[src/rtl/btn_pkg.sv]
// Shared constants for the button conditioner: button indices, repeat FSM
// encoding and default 25 MHz timing.
package btn_pkg;

  localparam int BTN_U = 0;
  localparam int BTN_L = 1;
  localparam int BTN_R = 2;
  localparam int BTN_D = 3;
  localparam int BTN_C = 4;

  localparam logic [1:0] ST_IDLE   = 2'd0;
  localparam logic [1:0] ST_DELAY  = 2'd1;
  localparam logic [1:0] ST_REPEAT = 2'd2;

  localparam int DEF_NBTN         = 5;
  localparam int DEF_DEBOUNCE_CYC = 250000;   // 10 ms
  localparam int DEF_REPEAT_DELAY = 6250000;  // 250 ms
  localparam int DEF_REPEAT_RATE  = 2500000;  // 100 ms

endpackage

[src/rtl/btn_debounce_1b.sv]
// One button: 2-FF synchroniser, counter debouncer, press/release strobes and
// optional auto-repeat (built only when BTN_REPEAT_EN is defined).
module btn_debounce_1b
  import btn_pkg::*;
#(
  parameter int DEBOUNCE_CYC = DEF_DEBOUNCE_CYC,
  parameter int REPEAT_DELAY = DEF_REPEAT_DELAY,
  parameter int REPEAT_RATE  = DEF_REPEAT_RATE,
  parameter bit REPEAT_EN    = 1'b0
) (
  input  logic CLK25M,
  input  logic RST,
  input  logic BTN_IN,
  output logic BTN_LEVEL,
  output logic BTN_PRESS,
  output logic BTN_RELEASE
);

  localparam int DW = (DEBOUNCE_CYC < 1) ? 1 : $clog2(DEBOUNCE_CYC + 1);
  localparam int RMAX = (REPEAT_DELAY > REPEAT_RATE) ? REPEAT_DELAY : REPEAT_RATE;
  localparam int RW = (RMAX < 2) ? 1 : $clog2(RMAX + 1);

`ifdef BTN_REPEAT_EN
  localparam bit RPT_ON = REPEAT_EN;
`else
  localparam bit RPT_ON = 1'b0 & REPEAT_EN;
`endif

  if (DEBOUNCE_CYC < 1 || REPEAT_DELAY < 1 || REPEAT_RATE < 1) begin : g_bad_param
    $error("btn_debounce_1b: timing parameters must be >= 1");
  end

  logic          sync_p0, sync_p1;
  logic          level_q, press_q, release_q;
  logic [DW-1:0] db_cnt;
  logic          accept;
  logic          rpt_due;

  // Level change is accepted once the mismatch has persisted through a full count.
  assign accept = (sync_p1 != level_q) && (db_cnt == DW'(DEBOUNCE_CYC));

  always_ff @(posedge CLK25M) begin
    if (RST) begin
      sync_p0   <= 1'b0;
      sync_p1   <= 1'b0;
      level_q   <= 1'b0;
      db_cnt    <= '0;
      press_q   <= 1'b0;
      release_q <= 1'b0;
    end else begin
      sync_p0   <= BTN_IN;
      sync_p1   <= sync_p0;
      if (accept) begin
        level_q <= ~level_q;
        db_cnt  <= '0;
      end else if (sync_p1 != level_q) begin
        db_cnt  <= db_cnt + 1'b1;
      end else begin
        db_cnt  <= '0;
      end
      press_q   <= (accept && !level_q) || rpt_due;
      release_q <= accept && level_q;
    end
  end

  if (RPT_ON) begin : g_repeat
    logic [1:0]    st;
    logic [RW-1:0] rpt_cnt;
    logic          hit;

    always_comb begin
      hit = 1'b0;
      case (st)
        ST_DELAY:  hit = (rpt_cnt == RW'(REPEAT_DELAY - 1));
        ST_REPEAT: hit = (rpt_cnt == RW'(REPEAT_RATE - 1));
        default:   hit = 1'b0;
      endcase
    end

    // An accept while held is the release, which masks a repeat due that cycle.
    assign rpt_due = hit && !accept;

    always_ff @(posedge CLK25M) begin
      if (RST) begin
        st      <= ST_IDLE;
        rpt_cnt <= '0;
      end else if (accept) begin
        st      <= level_q ? ST_IDLE : ST_DELAY;
        rpt_cnt <= '0;
      end else begin
        case (st)
          ST_DELAY: begin
            if (hit) begin
              st      <= ST_REPEAT;
              rpt_cnt <= '0;
            end else begin
              rpt_cnt <= rpt_cnt + 1'b1;
            end
          end
          ST_REPEAT: begin
            if (hit) rpt_cnt <= '0;
            else     rpt_cnt <= rpt_cnt + 1'b1;
          end
          default: begin
            st      <= ST_IDLE;
            rpt_cnt <= '0;
          end
        endcase
      end
    end
  end else begin : g_no_repeat
    assign rpt_due = 1'b0;
  end

  assign BTN_LEVEL   = level_q;
  assign BTN_PRESS   = press_q;
  assign BTN_RELEASE = release_q;

endmodule

[src/rtl/btn_conditioner.sv]
// Raw buttons -> debounced levels and single-cycle press/release strobes in the
// 25 MHz pixel domain. Auto-repeat is built only with `define BTN_REPEAT_EN.
module btn_conditioner
  import btn_pkg::*;
#(
  parameter int              NBTN         = DEF_NBTN,
  parameter int              DEBOUNCE_CYC = DEF_DEBOUNCE_CYC,
  parameter int              REPEAT_DELAY = DEF_REPEAT_DELAY,
  parameter int              REPEAT_RATE  = DEF_REPEAT_RATE,
  parameter logic [NBTN-1:0] REPEAT_MASK  = 5'b01110
) (
  input  logic            CLK25M,
  input  logic            RST,
  input  logic [NBTN-1:0] BTN_IN,
  output logic [NBTN-1:0] BTN_LEVEL,
  output logic [NBTN-1:0] BTN_PRESS,
  output logic [NBTN-1:0] BTN_RELEASE
);

  for (genvar i = 0; i < NBTN; i++) begin : g_btn
    btn_debounce_1b #(
      .DEBOUNCE_CYC (DEBOUNCE_CYC),
      .REPEAT_DELAY (REPEAT_DELAY),
      .REPEAT_RATE  (REPEAT_RATE),
      .REPEAT_EN    (REPEAT_MASK[i])
    ) u_db (
      .CLK25M      (CLK25M),
      .RST         (RST),
      .BTN_IN      (BTN_IN[i]),
      .BTN_LEVEL   (BTN_LEVEL[i]),
      .BTN_PRESS   (BTN_PRESS[i]),
      .BTN_RELEASE (BTN_RELEASE[i])
    );
  end

endmodule

[config.mk]
export PLATFORM = sky130hd
export DESIGN_NAME = btn_conditioner
export DESIGN_NICKNAME = d
export VERILOG_FILES = /design/src/rtl/btn_pkg.sv /design/src/rtl/btn_debounce_1b.sv /design/src/rtl/btn_conditioner.sv
export SDC_FILE = /design/constraint.sdc
export NUM_CORES = 1
export LEC_CHECK = 0
export BUFFER_PORTS_ARGS = -buffer_cell sky130_fd_sc_hd__buf_2
export CAP_MARGIN = 5
export CORE_MARGIN = 1.5
export CORE_UTILIZATION = 35
export CTS_BUF_LIST = sky130_fd_sc_hd__clkbuf_4
export DETAILED_ROUTE_END_ITERATION = 10
export PLACE_DENSITY = 0.61
export SLEW_MARGIN = 20
export SYNTH_ARGS = -nofsm -noshare
export SYNTH_HDL_FRONTEND = slang
export SYNTH_SLANG_ARGS = --single-unit
export TNS_END_PERCENT = 100
[constraint.sdc]
create_clock -name CLK25M -period 5.8 [get_ports CLK25M]
set_input_delay 0.58 -clock CLK25M [delete_from_list [all_inputs] [get_ports CLK25M]]
set_output_delay 0.58 -clock CLK25M [all_outputs]
set_load 0.01 [all_outputs]
Yosys cells after proc, flatten, opt, wreduce, memory -nomap -nowiden --
Cells that the tools add are included.
Storage, ports and cells: memory bits (read-only) 0, memories 0, output and inout bits 15, RAM bits 0, input port bits 7, bits in registers 115, logic and storage cells 80, bits in latches 0
Cells by class: bitwise logic cells 10, multiplexer cells 0, $lt $le $gt $ge 0, reductions and logical operators 25, add/sub/neg operators 5, div/mod/pow operators 0, shift-type cells 0, multipliers 0, equal/unequal tests 10
Operator list (number):
- $add A18 B1 Y18 const B | 5
- $eq A18 B18 Y1 const B | 5
- $logic_and A1 B1 Y1 | 15
- $reduce_or A3 Y1 | 5
- $not A1 Y1 | 10
- $logic_not A1 Y1 | 5
- $ne A1 B1 Y1 | 5

Longest topological paths before layout --
Gate-level depths: netlist (run 1).
depth after elaboration 3, depth in mapped cells 7, depth with buffers taken out 6

By module --
From an unflattened synthesis (run 1), not the netlist that was laid out.
Second synthesis, totals: cells, all modules 570, area, all modules 5161.2 um^2
Modules (own cells, without submodules):
- btn_debounce_1b | times used 5, area each 1032.2 um^2, cells each 114, seq. area each 460.4 um^2

Worst setup path after synthesis (run 1) --
Ideal clock, no wire load.
path type register to register, start register g_btn[2].u_db.db_cnt[8], end register g_btn[2].u_db.db_cnt[10], path buffers 1, clock period less this slack 1.916 ns, path slack 3.884 ns, data required time 5.685 ns, setup time 0.115 ns, data arrival time 1.801 ns, stages on the path, launching flop included 6, cell sequence dfxtp_1 -> or4_1 -> or4_4 -> o21ai_4 -> buf_6 -> nor2_1
On the way: longest elaborated chain between the ends 3
Ends and longest elaborated chain:
- start: declaration | RTL line btn_debounce_1b.sv:35 | logic [DW-1:0] db_cnt;
- start signal: assignment | RTL line btn_debounce_1b.sv:57 | db_cnt <= db_cnt + 1'b1;
- parallel branches: the longest is 3 deep, another holds $add A18 B1 Y18
Several ways; the timed one is not identified. A chain may end at the register's enable or synchronous reset.

Final worst setup path (run 1) --
start register g_btn[2].u_db.db_cnt[8], end register g_btn[2].u_db.db_cnt[15]
The elaborated chain is that of the path after synthesis.

==> metrics.csv, run 1 <==
stage;metric;value;unit
status;status;finished clean;
pwr;VDD IR max;0.108;mV
place;pre-CTS setup slack;3.59;ns
clocking;total setup buffers inserted after CTS;0;
logic_synthesis;Yosys cell types;38;
pwr;sequential fraction of design power;61.1;%
critical_path;crit path launch type;register;
logic_synthesis;post-synthesis async set-or-reset flop share;0;%
clocking;CTS HTree Levels;4;
logic_synthesis;Seq cells post-synth;115;
critical_path;CP arrival;2.47;ns
global_routing;via count of the first global-routing pass;3851;
critical_path;Crit-path slowest cell;or4_1;
floorplan;Die Wd;124;um
place;Port-buffer cells;21;
critical_path;Max FO, Critical Path;17;
pwr;PD cells;235;mW/mm^2
pwr;P_sw;0.000285;W
critical_path;CP Buf/Inv Count;0;
logic_synthesis;register area share after synthesis;45.1;%
logic_synthesis;cell area after synthesis;0.00510;sq mm
logic_synthesis;Ys Warns;0;
global_routing;first-pass GRT wire length;16700;um
layout;layout cells sized above 1;9.82;%
clocking;Root Buffer;clkbuf_4;
clocking;post-CTS resize count;0;
clocking;TritonCTS Sinks;115;
drt;Via Count;3939;
logic_synthesis;EDFF count, synth;0;
flow_run;MaxCap Viol Count;0;
drt;DR iter-0 viols;206;
layout;Area Overhead vs Synth;8.53;%
floorplan;Starting Density;36.3;%
sta;worst-case clock skew;0.0141;ns
critical_path;crit-path leading delay family;simple AND/OR/NAND/NOR gates;
clocking;clock latency on the worst-skew pair;0.49;ns
place;GPL Wtd Cong;0.840;
pwr;Sw Share;21.9;%
sta;final hold vios;0;
sta;final setup vio count;0;
floorplan;core area;0.0140;sq mm
pwr;leakage power;1.67;nW
logic_synthesis;Post-synth top cells;115 x dfxtp_1, 97 x nor2_1, 63 x xnor2_1;
critical_path;slowest cell delay on critical path;0.57;ns
drt;Total Routed Length;9520;um
sta;Worst Tran Pin Value;0.706;ns
sta;Slew Viols, Final;0;
sta;PnR worst setup slack;3.69;ns
sta;Final Critical Period;2.11;ns
sta;RSZ-0062 raised after global routing;no;
pwr;logic gate share of total power;1.4;%
layout;fin nets;606;
floorplan;Die Ht;124;um
clocking;Hold-fix buffers, CTS;0;
floorplan;Cell Rows;43;
clocking;maximum root-to-sink buffer count;2;
critical_path;FF-to-FF setup slack;3.69;ns
global_routing;Total GRT Usage;13.6;%
logic_synthesis;top cell type's share of synthesized area;45.1;%
sta;Max Fclk;0.474;GHz
layout;final core occ;39.4;%
logic_synthesis;Main synth FF type;dfxtp_1;
drt;vias per cell;5.04;
logic_synthesis;synthesized netlist cell count;572;
global_routing;grt ovf;0;
logic_synthesis;Synth Net Count;589;
drt;antenna viol nets, final;0;
critical_path;critical-path cell list;or4_1, or4_4, o21ai_4, nor2_1;
critical_path;CP Capture Type;register;
floorplan;Ports;22;
logic_synthesis;Yosys top cell by area;dfxtp_1;
clocking;TritonCTS clock tree;done;
logic_synthesis;Syn Area/Cell;8.92;sq um
floorplan;area of the die;0.0153;sq mm
sta;Min Hold Slack;0.304;ns
logic_synthesis;largest cells by area after synthesis;dfxtp_1 45%, xnor2_1 11%, nor2_1 7.1%;
global_routing;initial antenna violation count;0;
clocking;CTS buffer count;17;
logic_synthesis;count leader, synth;dfxtp_1;
clocking;CTS clock-pin slew for the worst setup and hold paths;0.09;ns
drt;routed len/inst;12.2;um
sta;setup TNS;0;ns
pwr;Clk pwr share;37.5;%
min_path;Worst Hold Class;in2reg;
sta;final period utilization;36.4;%
layout;antenna cell count;0;
drt;drt first pass iters;4;
critical_path;Crit Path Category;reg2reg;
pwr;P_int;0.00102;W
sta;Slew headroom;52.9;%
critical_path;CP required;6.16;ns
drt;drc violations;0;
global_routing;largest net degree at the start of global routing;24;
place;HPWL reported at the end of detailed placement;6640;um
==> cell type report <==
class | instances | area, sq um
clock buffer | 21 | 158
inverter | 25 | 93.8
fill | 1404 | 8500
timing repair buffer | 22 | 113
multi-input combinational | 408 | 2580
sequential | 115 | 2300
tap | 180 | 225
clock inverter | 10 | 67.6
==> power by group through the flow <==
stage               registers (W)  clock network, W  logic (W)
global route             0.000797          0.000551  0.0000211
finish                   0.000796          0.000489  0.0000185
floorplan                0.000814                 0  0.0000130
detailed placement       0.000815                 0  0.0000184
global placement         0.000815                 0  0.0000181
CTS                      0.000796          0.000511  0.0000185
==> registers in the layout (all words and copies together), names as in the netlist <==
name,count
g_btn.u_db.BTN_LEVEL,5
g_btn.u_db.BTN_PRESS,5
g_btn.u_db.BTN_RELEASE,5
g_btn.u_db.db_cnt,90
g_btn.u_db.sync_p0,5
g_btn.u_db.sync_p1,5
==> stage by stage <==
stage | cells | instance area [sq um] | power (W)
final | 781 | 5540 | 0.00130
after CTS | 781 | 5510 | 0.00133
after floorplan | 572 | 5100 | 0.000827
after global routing | 781 | 5540 | 0.00137
after detailed placement | 750 | 5290 | 0.000833
after global placement | 750 | 5290 | 0.000833
==> layout by cell type, fill, tap and decap left out, types with 7 or more instances in the layout <==
| cell type | count |
|---|---|
| xnor2_1 | 63 |
| nand4_1 | 30 |
| dfxtp_1 | 115 |
| nor4_1 | 30 |
| nor3_1 | 22 |
| nand3_1 | 35 |
| ha_1 | 10 |
| nor2b_1 | 10 |
| nor2_1 | 97 |
| clkbuf_4 | 21 |
| and3_1 | 14 |
| xor2_1 | 15 |
| inv_1 | 25 |
| a21oi_1 | 7 |
| nand2_1 | 20 |
| buf_2 | 21 |
==> kinds of logic after synthesis <==
group	Yosys count	synth area share (%)
simple gates	293	29.9
flops	115	45.1
xor+xnor	78	13.4
fa+ha+maj	10	2.45
buf+inv	49	4.86
mux	2	0.392
compound gates	25	3.87
==> final timing paths <==
kind	from	end	depth (start not counted)
setup reg to reg	g_btn[2].u_db.db_cnt[8]	g_btn[2].u_db.db_cnt[15]	4
hold reg to reg	g_btn[3].u_db.sync_p0	g_btn[3].u_db.sync_p1	1
setup / recovery	g_btn[2].u_db.db_cnt[8]	g_btn[2].u_db.db_cnt[15]	4
hold / removal	BTN_IN[3]	g_btn[3].u_db.sync_p0	2
==> metal layers <==
| layer | global-route usage, % | part of all wire, % |
|---|---|---|
| met5 | 0 | 0 |
| met4 | 5.75 | 0.95 |
| met3 | 4.26 | 3.2 |
| met2 | 21.8 | 45 |
| met1 | 17.0 | 50 |
No activity file was read; power rests on OpenSTA's default activity.
==> inputs of run 2 (changes only) <==
Clock period 5.8 ns to 2.08 ns, I/O delays scaled along.
==> metrics.csv, run 2 (synthesized netlist as in run 1, its figures left out) <==
stage;metric;value;unit;change
floorplan;Cell Rows;43;;unchanged
sta;worst-case clock skew;0.0212;ns;+0.00709 ns
pwr;sequential fraction of design power;52.8;%;-8.3 points
sta;setup TNS;0;ns;unchanged
flow_run;MaxCap Viol Count;0;;unchanged
global_routing;largest net degree at the start of global routing;24;;unchanged
drt;Via Count;3987;;+1.2%
floorplan;core area;0.0140;sq mm;unchanged
drt;Total Routed Length;9670;um;+1.6%
place;GPL Wtd Cong;0.830;;-1.2%
floorplan;Die Ht;124;um;unchanged
clocking;Root Buffer;clkbuf_4;;
layout;antenna cell count;0;;unchanged
global_routing;via count of the first global-routing pass;3682;;-4.4%
critical_path;CP arrival;2.34;ns;-0.13 ns
clocking;clock latency on the worst-skew pair;0.52;ns;+0.03 ns
floorplan;Die Wd;124;um;unchanged
critical_path;R2R Path Start;g_btn[2].u_db.db_cnt[8];;
critical_path;FF-to-FF setup slack;0.14;ns;-3.55 ns
clocking;maximum root-to-sink buffer count;2;;unchanged
layout;Storage cell area;0.00230;sq mm;unchanged
layout;max reg flops;90;;unchanged
sta;final period utilization;93.2;%;+57 points
pwr;VDD IR max;0.370;mV;+240%
global_routing;Total GRT Usage;13.6;%;-0.019 points
floorplan;Starting Density;36.3;%;unchanged
critical_path;CP required;2.49;ns;-3.67 ns
clocking;CTS buffer count;17;;unchanged
clocking;TritonCTS clock tree;done;;
sta;Max Fclk;0.516;GHz;+8.9%
critical_path;Crit Path Category;reg2reg;;
layout;Area Overhead vs Synth;13.4;%;
place;Port-buffer cells;21;;unchanged
status;status;finished clean;;
pwr;P_int;0.00332;W;+230%
clocking;CTS clock-pin slew for the worst setup and hold paths;0.11;ns;+0.02 ns
sta;Worst Tran Pin Value;0.583;ns;-0.123 ns
global_routing;first-pass GRT wire length;16500;um;-1.2%
drt;drc violations;0;;unchanged
sta;Slew headroom;60.8;%;+7.9 points
pwr;PD cells;728;mW/mm^2;+210%
critical_path;critical-path cell list;or4_1, or4_4, o21ai_4, buf_12, nor2_1;;
layout;fin nets;623;;+2.8%
critical_path;worst r2r path cells;5;;+1
pwr;P_sw;0.000887;W;+210%
critical_path;Worst setup startpoint;g_btn[2].u_db.db_cnt[8];;
pwr;Sw Share;21.1;%;-0.78 points
layout;layout cells sized above 1;12.4;%;+2.6 points
pwr;logic gate share of total power;1.5;%;about the same
layout;Largest Register;g_btn.u_db.db_cnt;;
critical_path;crit path launch type;register;;
drt;antenna viol nets, final;0;;unchanged
layout;fin area;0.00579;sq mm;+4.5%
sta;Slew Viols, Final;0;;unchanged
sta;RSZ-0062 raised after global routing;no;;
layout;Filler cells;1426;;+1.6%
critical_path;CP Capture Type;register;;
pwr;Clk pwr share;45.7;%;+8.2 points
min_path;Worst Hold Class;in2reg;;
critical_path;Crit-path slowest cell;or4_1;;
drt;routed len/inst;12.1;um;-0.72%
floorplan;Ports;22;;unchanged
critical_path;Max FO, Critical Path;17;;unchanged
sta;final setup vio count;0;;unchanged
pwr;leakage power;1.79;nW;+6.9%
drt;vias per cell;4.99;;-1.1%
global_routing;grt ovf;0;;unchanged
global_routing;initial antenna violation count;0;;unchanged
critical_path;slowest cell delay on critical path;0.56;ns;about the same
place;Placed Area;0.00539;sq mm;+1.9%
layout;leading cell type in the layout, fill and taps excluded;dfxtp_1;;
critical_path;worst reg2reg endpoint;g_btn[2].u_db.db_cnt[8];;
drt;drt first pass iters;6;;+2
floorplan;area of the die;0.0153;sq mm;unchanged
clocking;TritonCTS Sinks;115;;unchanged
sta;Final Critical Period;1.94;ns;-0.172 ns
layout;combined area of the multi-input logic cells;0.00255;sq mm;-1.0%
place;HPWL reported at the end of detailed placement;6830;um;+2.8%
clocking;post-CTS resize count;0;;unchanged
drt;DR iter-0 viols;212;;+2.9%
layout;commonest non-fill, non-tap cells in the layout;115 x dfxtp_1, 97 x nor2_1, 63 x xnor2_1, 35 x nand3_1;;
critical_path;Critical Path End;g_btn[2].u_db.db_cnt[8];;
sta;final hold vios;0;;unchanged
clocking;CTS HTree Levels;4;;unchanged
==> run 2: cell count changes in the layout (fill, tap and decap cells not counted), sizes merged <==
cell / change
buf: +12
bufinv: +4
clkinv: -4
dlygate4sd3: +5
clkinvlp: +4
clkbuf: -3
==> run 2: what timing repair did <==
item,in CTS,in global routing
endpoints found under the hold margin,5,0
setup buffers,0,0
hold buffers,5,0
==> run 2: power by group through the flow <==
| stage | logic, W | clock network [W] | registers (W) |
|---|---|---|---|
| CTS | 0.0000640 | 0.00200 | 0.00222 |
| finish | 0.0000632 | 0.00193 | 0.00222 |
| global placement | 0.0000558 | 0 | 0.00227 |
| floorplan | 0.0000361 | 0 | 0.00227 |
| detailed placement | 0.0000567 | 0 | 0.00227 |
| global route | 0.0000707 | 0.00210 | 0.00222 |
==> run 2: critical path, delay by kind of cell (launching register included) <==
kind / cells / cell delay (ns)
AND/OR/NAND/NOR: 3 / 1.16
flip-flops: 1 / 0.37
AO/OA/AOI/OAI: 1 / 0.16
buffers and inverters: 1 / 0.15
==> run 2: area by class of cell <==
type,count,share of cell area (%)
Tap cell,180,3.89
Multi-Input combinational cell,408,44.1
Sequential cell,115,39.8
Clock buffer,18,2.34
Clock inverter,14,3.65
Timing Repair Buffer,39,4.58
Inverter,25,1.62
==> run 2: stage by stage <==
step,power [W],std cells,worst slack [ns],hold slack [ns],util [%]
floorplan,0.00231,572,0.164,0.336,-
global placement,0.00233,762,0.172,0.421,38.4
detailed placement,0.00233,762,0.153,0.423,38.4
CTS,0.00428,799,0.142,0.0780,41.2
global route,0.00439,799,0.0595,0.108,41.2
finish,0.00421,799,0.142,0.130,41.2
==> run 2: worst min-delay path by stage <==
stage,startpoint,endpoint,depth (start not counted)
4_1_cts,RST,g_btn[2].u_db.sync_p0,2
6_report,RST,g_btn[2].u_db.sync_p0,2
3_5_place_dp,BTN_IN[1],g_btn[1].u_db.sync_p0,2
3_3_place_gp,BTN_IN[3],g_btn[3].u_db.sync_p0,2
5_1_grt,RST,g_btn[3].u_db.sync_p1,2
2_1_floorplan,BTN_IN[0],g_btn[0].u_db.sync_p0,1
==> run 2: layer usage <==
layer	vias up	global-route usage, %	wire (um)	part of all wire (%)
li1	2061	-	-	-
met1	1849	16.7	4640	48
met2	65	22.3	4510	47
met3	12	4.67	405	4.2
met4	0	4.74	110	1.1
met5	-	0	0	0
